$ cat src/rtl/sdram_read_ctrl_if.sv
`default_nettype none
// +--------------------------------------------------------------------------+
// | sdram_read_ctrl_if : SDRAM command/data bus and ping-pong FIFO handshake |
// | Revision 1.0                                                             |
// +--------------------------------------------------------------------------+
interface sdram_read_ctrl_if;
  logic [2:0]  command;
  logic [11:0] address;
  logic [1:0]  bank;
  logic [15:0] data_in;
  logic        enable;
  logic        idle;
  logic        auto_refresh;
  logic        wait_for_refresh;
  logic [21:0] app_address;
  logic        fifo_reset;
  logic [31:0] fifo_data;
  logic        fifo_write;
  logic [1:0]  fifo_ready;
  logic [1:0]  fifo_activate;
  logic [23:0] fifo_size;
  logic        starved;

  modport master (
    output command, address, bank, idle, wait_for_refresh,
           fifo_reset, fifo_data, fifo_write, fifo_activate,
    input  data_in, enable, auto_refresh, app_address,
           fifo_ready, fifo_size, starved
  );

  modport slave (
    input  command, address, bank, idle, wait_for_refresh,
           fifo_reset, fifo_data, fifo_write, fifo_activate,
    output data_in, enable, auto_refresh, app_address,
           fifo_ready, fifo_size, starved
  );
endinterface
`default_nettype wire

$ cat src/rtl/sdram_read_ctrl.sv
`default_nettype none
// +--------------------------------------------------------------------------+
// | sdram_read_ctrl : streams SDRAM words into a ping-pong read FIFO         |
// | Revision 1.0                                                             |
// +--------------------------------------------------------------------------+
module sdram_read_ctrl #(
  parameter int T_RCD       = 2,
  parameter int T_RP        = 2,
  parameter int CAS_LATENCY = 2
) (
  input wire                 clk,
  input wire                 rst,
  sdram_read_ctrl_if.master  bus
);

  localparam logic [3:0] c_st_idle         = 4'd0;
  localparam logic [3:0] c_st_get_fifo     = 4'd1;
  localparam logic [3:0] c_st_activate     = 4'd2;
  localparam logic [3:0] c_st_rcd_wait     = 4'd3;
  localparam logic [3:0] c_st_read         = 4'd4;
  localparam logic [3:0] c_st_capture      = 4'd5;
  localparam logic [3:0] c_st_decide       = 4'd6;
  localparam logic [3:0] c_st_precharge    = 4'd7;
  localparam logic [3:0] c_st_rp_wait      = 4'd8;
  localparam logic [3:0] c_st_refresh_wait = 4'd9;

  localparam logic [2:0] c_cmd_nop = 3'b111;
  localparam logic [2:0] c_cmd_act = 3'b011;
  localparam logic [2:0] c_cmd_rd  = 3'b101;
  localparam logic [2:0] c_cmd_pre = 3'b010;

  logic [3:0]  r_state, w_state_nx;
  logic [3:0]  r_after, w_after_nx;
  logic [21:0] r_ptr, w_ptr_nx;
  logic [23:0] r_count, w_count_nx;
  logic [7:0]  r_wait, w_wait_nx;
  logic [15:0] r_hi, w_hi_nx;
  logic [1:0]  r_act, w_act_nx;
  logic [31:0] r_fdata, w_fdata_nx;
  logic        r_fwrite, w_fwrite_nx;
  logic        r_freset, w_freset_nx;
  logic [2:0]  r_cmd, w_cmd_nx;
  logic [1:0]  r_bank, w_bank_nx;
  logic [11:0] r_addr, w_addr_nx;
  logic        w_unused;

  assign w_unused = ^{bus.starved, bus.app_address[0]};

  always_comb begin
    w_state_nx  = r_state;
    w_after_nx  = r_after;
    w_ptr_nx    = r_ptr;
    w_count_nx  = r_count;
    w_wait_nx   = r_wait;
    w_hi_nx     = r_hi;
    w_act_nx    = r_act;
    w_fdata_nx  = r_fdata;
    w_fwrite_nx = 1'b0;
    w_freset_nx = 1'b0;
    case (r_state)
      c_st_idle: begin
        if (bus.auto_refresh) begin
          w_state_nx = c_st_refresh_wait;
        end else if (bus.enable) begin
          w_state_nx  = c_st_get_fifo;
          w_ptr_nx    = {bus.app_address[21:1], 1'b0};
          w_freset_nx = 1'b1;
        end
      end
      c_st_get_fifo: begin
        if (!bus.enable) begin
          w_state_nx = c_st_idle;
        end else if (bus.fifo_ready != 2'b00) begin
          w_act_nx   = bus.fifo_ready[0] ? 2'b01 : 2'b10;
          w_count_nx = 24'd0;
          w_state_nx = c_st_activate;
        end
      end
      c_st_activate: begin
        w_state_nx = c_st_rcd_wait;
        w_wait_nx  = 8'(T_RCD - 1);
      end
      c_st_rcd_wait: begin
        if (r_wait == 8'd0) w_state_nx = c_st_read;
        else                w_wait_nx  = r_wait - 8'd1;
      end
      c_st_read: begin
        w_state_nx = c_st_capture;
        w_wait_nx  = 8'(CAS_LATENCY);
      end
      // r_wait reaches 1 on the CAS_LATENCY-th edge after the READ cycle.
      c_st_capture: begin
        if (r_wait == 8'd0) begin
          w_fdata_nx  = {r_hi, bus.data_in};
          w_fwrite_nx = 1'b1;
          w_count_nx  = r_count + 24'd1;
          w_ptr_nx    = r_ptr + 22'd2;
          w_state_nx  = c_st_decide;
        end else begin
          if (r_wait == 8'd1) w_hi_nx = bus.data_in;
          w_wait_nx = r_wait - 8'd1;
        end
      end
      c_st_decide: begin
        w_state_nx = c_st_precharge;
        if (r_count == bus.fifo_size) begin
          w_act_nx   = 2'b00;
          w_after_nx = c_st_get_fifo;
        end else if (!bus.enable) begin
          w_act_nx   = 2'b00;
          w_after_nx = c_st_idle;
        end else if (bus.auto_refresh) begin
          w_after_nx = c_st_refresh_wait;
        end else if (r_ptr[7:0] == 8'h00) begin
          w_after_nx = c_st_activate;
        end else begin
          w_state_nx = c_st_read;
        end
      end
      c_st_precharge: begin
        w_state_nx = c_st_rp_wait;
        w_wait_nx  = 8'(T_RP - 1);
      end
      c_st_rp_wait: begin
        if (r_wait == 8'd0) w_state_nx = r_after;
        else                w_wait_nx  = r_wait - 8'd1;
      end
      c_st_refresh_wait: begin
        if (!bus.auto_refresh) begin
          if (r_act != 2'b00 && bus.enable) begin
            w_state_nx = c_st_activate;
          end else begin
            w_act_nx   = 2'b00;
            w_state_nx = c_st_idle;
          end
        end
      end
      default: w_state_nx = c_st_idle;
    endcase
  end

  // Command pins are registered from the next state so they line up with it.
  always_comb begin
    w_cmd_nx  = c_cmd_nop;
    w_bank_nx = 2'b00;
    w_addr_nx = 12'h000;
    case (w_state_nx)
      c_st_activate: begin
        w_cmd_nx  = c_cmd_act;
        w_bank_nx = w_ptr_nx[21:20];
        w_addr_nx = w_ptr_nx[19:8];
      end
      c_st_read: begin
        w_cmd_nx  = c_cmd_rd;
        w_bank_nx = w_ptr_nx[21:20];
        w_addr_nx = {4'h0, w_ptr_nx[7:0]};
      end
      c_st_precharge: begin
        w_cmd_nx  = c_cmd_pre;
        w_addr_nx = 12'h400;
      end
      default: ;
    endcase
  end

  always_ff @(posedge clk or negedge rst) begin
    if (!rst) begin
      r_state  <= c_st_idle;
      r_after  <= c_st_idle;
      r_ptr    <= 22'd0;
      r_count  <= 24'd0;
      r_wait   <= 8'd0;
      r_hi     <= 16'd0;
      r_act    <= 2'b00;
      r_fdata  <= 32'd0;
      r_fwrite <= 1'b0;
      r_freset <= 1'b0;
      r_cmd    <= c_cmd_nop;
      r_bank   <= 2'b00;
      r_addr   <= 12'h000;
    end else begin
      r_state  <= w_state_nx;
      r_after  <= w_after_nx;
      r_ptr    <= w_ptr_nx;
      r_count  <= w_count_nx;
      r_wait   <= w_wait_nx;
      r_hi     <= w_hi_nx;
      r_act    <= w_act_nx;
      r_fdata  <= w_fdata_nx;
      r_fwrite <= w_fwrite_nx;
      r_freset <= w_freset_nx;
      r_cmd    <= w_cmd_nx;
      r_bank   <= w_bank_nx;
      r_addr   <= w_addr_nx;
    end
  end

  assign bus.command          = r_cmd;
  assign bus.bank             = r_bank;
  assign bus.address          = r_addr;
  assign bus.fifo_data        = r_fdata;
  assign bus.fifo_write       = r_fwrite;
  assign bus.fifo_reset       = r_freset;
  assign bus.fifo_activate    = r_act;
  assign bus.idle             = (r_state == c_st_idle) || (r_state == c_st_get_fifo) ||
                                (r_state == c_st_refresh_wait);
  assign bus.wait_for_refresh = (r_state == c_st_idle) || (r_state == c_st_refresh_wait);

endmodule
`default_nettype wire

$ cat src/flat_wrapper.sv
// flat-port wrapper written by rule: the top's interface ports become plain ports
module sdram_read_ctrl_flat 
#(
  parameter int T_RCD       = 2,
  parameter int T_RP        = 2,
  parameter int CAS_LATENCY = 2
)
  (clk, rst, bus_command, bus_address, bus_bank, bus_idle, bus_wait_for_refresh, bus_fifo_reset, bus_fifo_data, bus_fifo_write, bus_fifo_activate, bus_data_in, bus_enable, bus_auto_refresh, bus_app_address, bus_fifo_ready, bus_fifo_size, bus_starved);
  sdram_read_ctrl_if bus_i ();
  input wire clk;
  input wire rst;
  output wire logic [$bits(bus_i.command)-1:0] bus_command;
  output wire logic [$bits(bus_i.address)-1:0] bus_address;
  output wire logic [$bits(bus_i.bank)-1:0] bus_bank;
  output wire logic [$bits(bus_i.idle)-1:0] bus_idle;
  output wire logic [$bits(bus_i.wait_for_refresh)-1:0] bus_wait_for_refresh;
  output wire logic [$bits(bus_i.fifo_reset)-1:0] bus_fifo_reset;
  output wire logic [$bits(bus_i.fifo_data)-1:0] bus_fifo_data;
  output wire logic [$bits(bus_i.fifo_write)-1:0] bus_fifo_write;
  output wire logic [$bits(bus_i.fifo_activate)-1:0] bus_fifo_activate;
  input wire logic [$bits(bus_i.data_in)-1:0] bus_data_in;
  input wire logic [$bits(bus_i.enable)-1:0] bus_enable;
  input wire logic [$bits(bus_i.auto_refresh)-1:0] bus_auto_refresh;
  input wire logic [$bits(bus_i.app_address)-1:0] bus_app_address;
  input wire logic [$bits(bus_i.fifo_ready)-1:0] bus_fifo_ready;
  input wire logic [$bits(bus_i.fifo_size)-1:0] bus_fifo_size;
  input wire logic [$bits(bus_i.starved)-1:0] bus_starved;
  assign bus_command = bus_i.command;
  assign bus_address = bus_i.address;
  assign bus_bank = bus_i.bank;
  assign bus_idle = bus_i.idle;
  assign bus_wait_for_refresh = bus_i.wait_for_refresh;
  assign bus_fifo_reset = bus_i.fifo_reset;
  assign bus_fifo_data = bus_i.fifo_data;
  assign bus_fifo_write = bus_i.fifo_write;
  assign bus_fifo_activate = bus_i.fifo_activate;
  assign bus_i.data_in = bus_data_in;
  assign bus_i.enable = bus_enable;
  assign bus_i.auto_refresh = bus_auto_refresh;
  assign bus_i.app_address = bus_app_address;
  assign bus_i.fifo_ready = bus_fifo_ready;
  assign bus_i.fifo_size = bus_fifo_size;
  assign bus_i.starved = bus_starved;
  sdram_read_ctrl #(.T_RCD(T_RCD), .T_RP(T_RP), .CAS_LATENCY(CAS_LATENCY)) u_core (.clk(clk), .rst(rst), .bus(bus_i));
endmodule
$ cat config.mk
export PLATFORM = sky130hd
export DESIGN_NAME = sdram_read_ctrl_flat
export DESIGN_NICKNAME = d
export VERILOG_FILES = /design/src/rtl/sdram_read_ctrl_if.sv /design/src/rtl/sdram_read_ctrl.sv /design/src/flat_wrapper.sv
export SDC_FILE = /design/constraint.sdc
export NUM_CORES = 1
export LEC_CHECK = 0
export CAP_MARGIN = 0
export CORE_ASPECT_RATIO = 0.8
export CORE_MARGIN = 1
export CORE_UTILIZATION = 48
export CTS_CLUSTER_DIAMETER = 30
export DETAILED_ROUTE_END_ITERATION = 16
export PLACE_DENSITY_LB_ADDON = 0.15
export SETUP_SLACK_MARGIN = 0.4
export SLEW_MARGIN = 20
export SYNTH_ARGS = -nofsm -noshare
export SYNTH_HDL_FRONTEND = slang
export SYNTH_SLANG_ARGS = --single-unit
$ cat constraint.sdc
create_clock -name clk -period 2.5 [get_ports clk]
set_input_delay 0.25 -clock clk [delete_from_list [all_inputs] [get_ports clk]]
set_output_delay 0.25 -clock clk [all_outputs]
set_load 0.005 [all_outputs]
==> results.sh, run 1 <==
export IMPL_outcome="complete, but fails checks"
export IMPL_violations="setup timing"
export IMPL_cp_required_ns=2.86
export IMPL_syn_num_nets=777
export IMPL_drt_iter0_drc=472
export IMPL_initial_core_util_pct=49.33
export IMPL_syn_inst=703
export IMPL_cts_tree="yes"
export IMPL_finalSetupViolCount=2
export IMPL_multi_input_area_um2=3875
export IMPL_netlist_area_um2=6684
export IMPL_ios=124
export IMPL_post_drt_wl_per_cell_um=18.35
export IMPL_setup_worst_path_class="register to register"
export IMPL_timing_critical_path_mode_cell="or4_4"
export IMPL_worst_setup_path_start_kind="register"
export IMPL_regArea_um2=3261
export IMPL_grt_max_degree=69
export IMPL_p_leak_uw=0.004482
export IMPL_fin_crit_sh_pct=100.3
export IMPL_track_usage_pct=29.13
export IMPL_synth_top_area_share_pct=47.55
export IMPL_antenna_found_initial=0
export IMPL_finClkSkew_ns=0.009856
export IMPL_hold_viol_final=0
export IMPL_yosys_top_cells_area="dfrtp_1 48%, nand2_1 8.3%, xnor2_1 3.8%"
export IMPL_cp_arrival_ns=2.87
export IMPL_drc=0
export IMPL_synth_edf_count=0
export IMPL_post_route_util_pct=75.90
export IMPL_cpMaxStageDelayCell="or4_4"
export IMPL_tightest_slew_ns=0.5810
export IMPL_ir_drop_mv=0.6836
export IMPL_max_stage_delay_ns=0.56
export IMPL_fmax_mhz=398.7
export IMPL_row_count=38
export IMPL_port_buffers=121
export IMPL_synthArstFlopShare_pct=100.0
export IMPL_syn_avg_cell_area_um2=9.508
export IMPL_die_area_um2=14400
export IMPL_insertion_delay_ns=0.43
export IMPL_viasPerCell=5.657
export IMPL_vias=6302
export IMPL_finalInstanceArea_um2=10280
export IMPL_synth_commonest_cells="148 x nand2_1, 127 x dfrtp_1, 45 x nor2_1"
export IMPL_r2r_slack_ns=-0.008
export IMPL_gp_congestion=0.8941
export IMPL_drtAntennaViolNets=0
export IMPL_clkTransAtPathRegs_ns=0.06
export IMPL_ys_warn_count=0
export IMPL_area_growth_pct=53.88
export IMPL_cts_buffer_depth=2
export IMPL_ys_seq_elements=130
export IMPL_powerDensity_nw_per_um2=945.5
export IMPL_cts_num_sinks=130
export IMPL_cts_buffers=17
export IMPL_yosysMostFrequentCell="nand2_1"
export IMPL_yosys_area_top_type="dfrtp_1"
export IMPL_cts_root_buf="clkbuf_16"
export IMPL_grt_pass1_vias=6383
export IMPL_drtPass1Iterations=5
export IMPL_period_minus_slack_ns=2.508
export IMPL_hp_class="input port to asynchronous set/reset pin"
export IMPL_crit_family="simple AND/OR/NAND/NOR gates"
export IMPL_end_kind="register"
export IMPL_coreArea_um2=13550
export IMPL_htreeDepth=4
export IMPL_setup_tns_ns=-0.01186
export IMPL_layout_drive_gt1_share_pct=30.09
export IMPL_die_y_um=107.5
export IMPL_placed_cell_area_um2=8645
export IMPL_final_nets=995
export IMPL_crit_chain="or4_4 > or3_4 > a221oi_4 > o211ai_4 > or4_4 > and2_4"
export IMPL_rsz0062_at_grt="yes"
export IMPL_grt_pass1_wl_mm=32.17
export IMPL_cp_buffers_inverters=0
export IMPL_path_max_fanout=5
export IMPL_drv_cap=0
export IMPL_fillers=928
export IMPL_fin_ws_ns=-0.008235
export IMPL_synthFlopType="dfrtp_1"
export IMPL_synth_cell_types=72
export IMPL_n_antenna_cell=0
export IMPL_maxSlewHeadroom_pct=61.15
export IMPL_totalWireLength_mm=20.44
export IMPL_report_final_slew_viol_count=0
export IMPL_grt_ovfl_total=0
export IMPL_hpwl_mm=13.23
export IMPL_seq_area_frac_synth_pct=48.73
export IMPL_die_w_um=133.9
## cell usage in the layout (no fill, tap or decap), types with 6 or more instances in the layout
master	count
nand3_1	22
clkdlybuf4s50_1	118
or3_4	6
xnor2_1	25
nor2_1	40
dfrtp_1	124
buf_4	80
xor2_1	22
nand2_2	6
inv_1	8
buf_12	6
a21o_1	8
clkbuf_16	17
and3_1	9
and2_1	6
nor3_1	9
mux2_2	19
a22oi_1	7
nor2b_1	10
a31oi_1	8
inv_6	6
o21ai_0	13
a21oi_1	7
nand4_1	17
buf_6	24
nand2_1	140
a21oi_2	8
## worst register-to-register path: cells and delay by family, from the launching register on
family           cells  cell delay (ns)
AND/OR/NAND/NOR      4             1.61
AO/OA/AOI/OAI        2             0.44
flip-flops           1             0.39
## metrics by stage
step / hold WS (ns) / setup slack (ns) / cells / total power, uW
after floorplan: -0.04559 / -0.003057 / 703 / 4685
after global placement: 0.2421 / -0.04166 / 1042 / 6106
after detailed placement: 0.2508 / -0.1001 / 1042 / 6186
after CTS: 0.3524 / -0.006374 / 1098 / 9250
after global routing: 0.3745 / -0.08714 / 1114 / 10190
final: 0.3300 / -0.008235 / 1114 / 9725
## per-layer routing
metal / share of wire (%) / wire, um / vias to the layer above / global-route usage [%]
li1: - / - / 2915 / -
met1: 44 / 8936 / 3118 / 39.44
met3: 6.5 / 1321 / 36 / 6.309
met5: 0 / 0 / - / 0
met2: 47 / 9684 / 233 / 46.19
met4: 2.4 / 499 / 0 / 10.23
## power breakdown
group	internal (uW)	switching, uW	total (uW)
Sequential	2570	481	3050
Combinational	2070	2020	4080
Clock	1520	1070	2590
Total	6160	3570	9720
## final cells by class
type / count / area share, %
multi-input cells: 526 / 37.68
clock inverters: 15 / 1.825
well taps: 180 / 2.190
clock buffers: 17 / 4.136
flip-flops and latches: 130 / 31.70
inverters: 12 / 0.4745
repair buffers: 234 / 22.00
## worst paths after layout
path	from	endpoint	cells past startpoint
min in group clk	bus_data_in[3]	u_core.bus.fifo_data[3]	3
worst max register to register	u_core.r_wait[5]	u_core.bus.command[2]	6
max in group asynchronous	rst	u_core.r_ptr[14]	3
worst min register to register	u_core.r_hi[1]	u_core.bus.fifo_data[17]	2
worst max-delay path	u_core.r_wait[5]	u_core.bus.command[2]	6
worst min-delay path	rst	u_core.r_state[2]	2
## sequential cells by signal, indices dropped and copies added, names as in the netlist
register / flops
u_core.bus.fifo_activate: 2
u_core.bus.fifo_write: 1
u_core.r_after: 3
u_core.r_state: 4
u_core.r_hi: 16
u_core.r_ptr: 22
u_core.bus.command: 3
u_core.bus.address: 12
u_core.r_count: 24
u_core.r_wait: 8
u_core.bus.fifo_data: 32
u_core.bus.bank: 2
u_core.bus.fifo_reset: 1
## kinds of logic after synthesis
group	after synthesis	share of synthesized area, %
buf+inv	47	2.733
flops	130	48.73
fa+ha+maj	6	1.086
mux	21	3.501
simple gates	342	25.61
xor+xnor	53	6.945
compound gates	104	11.40
## what timing repair did
item                                   in CTS  in global routing
endpoints found under the hold margin      31                  0
pin swaps                                  41                 37
setup endpoints to repair                 102                122
resized for setup                          76                 80
buffers inserted                           22                 14
gates cloned                                1                  2
hold buffers                                1                  0
Power figures use the tool's default switching activity.
==> run 2: changes to the inputs <==
Settings changed: CELL_PAD_IN_SITES_DETAIL_PLACEMENT from default to 1, CELL_PAD_IN_SITES_GLOBAL_PLACEMENT from default to 2, CORE_UTILIZATION 48 to 29.
==> results.sh, run 2 (synthesis gave the netlist of run 1 again) <==
export IMPL_cts_tree="yes"
export IMPL_report_final_slew_viol_count=0
export IMPL_regArea_um2=3266
export IMPL_antenna_found_initial=0
export IMPL_worst_setup_path_start_kind="register"
export IMPL_instances_no_fill=1264
export IMPL_p_total_uw=10310
export IMPL_fmax_mhz=397.2
export IMPL_gp_congestion=0.8382
export IMPL_area_growth_pct=66.14
export IMPL_final_cell_mix="120 x dfrtp_1, 118 x clkdlybuf4s50_1, 95 x nand2_1, 84 x buf_4, 41 x nor2_1"
export IMPL_grt_pass1_vias=6662
export IMPL_vias=6321
export IMPL_violations="setup timing"
export IMPL_maxSlewHeadroom_pct=59.38
export IMPL_end_kind="register"
export IMPL_insertion_delay_ns=0.44
export IMPL_outcome="complete, but fails checks"
export IMPL_final_nets=1019
export IMPL_hold_viol_final=0
export IMPL_ir_drop_mv=0.4188
export IMPL_holdWs_ns=0.2816
export IMPL_drt_iter0_drc=380
export IMPL_track_usage_pct=20.59
export IMPL_row_count=49
export IMPL_die_area_um2=23660
export IMPL_fin_crit_sh_pct=100.7
export IMPL_tightest_slew_ns=0.6074
export IMPL_clkTransAtPathRegs_ns=0.07
export IMPL_powerDensity_nw_per_um2=928.4
export IMPL_coreArea_um2=22560
export IMPL_place_ws_ns=-0.04654
export IMPL_cts_root_buf="clkbuf_16"
export IMPL_drv_cap=0
export IMPL_cts_num_sinks=130
export IMPL_hpwl_mm=16.16
export IMPL_p_leak_uw=0.004879
export IMPL_post_route_util_pct=49.22
export IMPL_drtAntennaViolNets=0
export IMPL_ios=124
export IMPL_fin_ws_ns=-0.01773
export IMPL_path_max_fanout=5
export IMPL_post_drt_wl_per_cell_um=19.78
export IMPL_totalWireLength_mm=25.00
export IMPL_initial_core_util_pct=29.63
export IMPL_cp_arrival_ns=2.88
export IMPL_cts_buffers=17
export IMPL_hp_class="input port to asynchronous set/reset pin"
export IMPL_grt_max_degree=49
export IMPL_drc=0
export IMPL_cts_buffer_depth=2
export IMPL_placedCellCount=1163
export IMPL_fillers=2456
export IMPL_cp_required_ns=2.86
export IMPL_setup_worst_path_class="register to register"
export IMPL_htreeDepth=4
export IMPL_largest_reg_flops=32
export IMPL_multi_input_area_um2=4200
export IMPL_grt_pass1_wl_mm=37.13
export IMPL_drtPass1Iterations=4
export IMPL_layout_drive_gt1_share_pct=36.64
export IMPL_viasPerCell=5.001
export IMPL_port_buffers=121
export IMPL_mostFrequentLayoutCell="dfrtp_1"
export IMPL_die_y_um=137.8
export IMPL_period_minus_slack_ns=2.518
export IMPL_n_antenna_cell=0
export IMPL_rsz0062_at_grt="yes"
export IMPL_finalSetupViolCount=3
export IMPL_finClkSkew_ns=0.01717
export IMPL_grt_ovfl_total=0
export IMPL_die_w_um=171.7
-- run 2: final timing paths --
check	from	end	slack (ns)	depth (start not counted)
min in group clk	bus_app_address[21]	u_core.r_ptr[21]	0.37	3
hold / removal	rst	u_core.bus.fifo_reset	0.28	2
setup / recovery	u_core.r_wait[5]	u_core.bus.command[2]	-0.02	6
hold reg to reg	u_core.bus.fifo_data[19]	u_core.bus.fifo_data[19]	0.48	2
max in group asynchronous	rst	u_core.bus.command[2]	1.48	3
setup reg to reg	u_core.r_wait[5]	u_core.bus.command[2]	-0.02	6
-- run 2: final cells by class --
type / instances / area share (%)
clock buffers: 17 / 3.831
repair buffers: 258 / 23.58
well taps: 306 / 3.448
clock inverters: 15 / 1.465
flip-flops and latches: 130 / 29.41
inverters: 12 / 0.4394
multi-input cells: 526 / 37.83
-- run 2: power by group --
group          internal, uW  switching, uW
clock                  1340           1170
combinational          2510           2210
sequential             2570            515
total                  6420           3890
-- run 2: critical path, cell delays in order (launching register included) --
cell and delay [ns]:
dfrtp_1 0.38, or4_4 0.59, or3_4 0.41, a221oi_4 0.29
o211ai_4 0.13, or4_4 0.48, and2_4 0.18
-- run 2: what timing repair did --
action,CTS,global route
pin swaps,55,52
gates cloned,2,4
hold endpoints to repair,32,0
resized for setup,108,162
hold buffers,1,0
setup buffers,38,24
setup endpoints to repair,117,116
-- run 2: per-layer routing --
metal	vias to the layer above	wire [um]	global-route usage, %
met3	25	1024	3.304
met4	0	331	5.359
met2	136	12110	32.79
met5	-	0	0
met1	3186	11540	28.94
li1	2974	-	-
-- run 2: stage by stage --
stage / TNS [ns] / cell area, um2
2_1_floorplan: -0.003057 / 6789
3_3_place_gp: -0.0004075 / 8806
3_5_place_dp: -0.1578 / 8806
4_1_cts: -0.04233 / 10220
5_1_grt: -0.8967 / 11100
6_report: -0.02700 / 11100
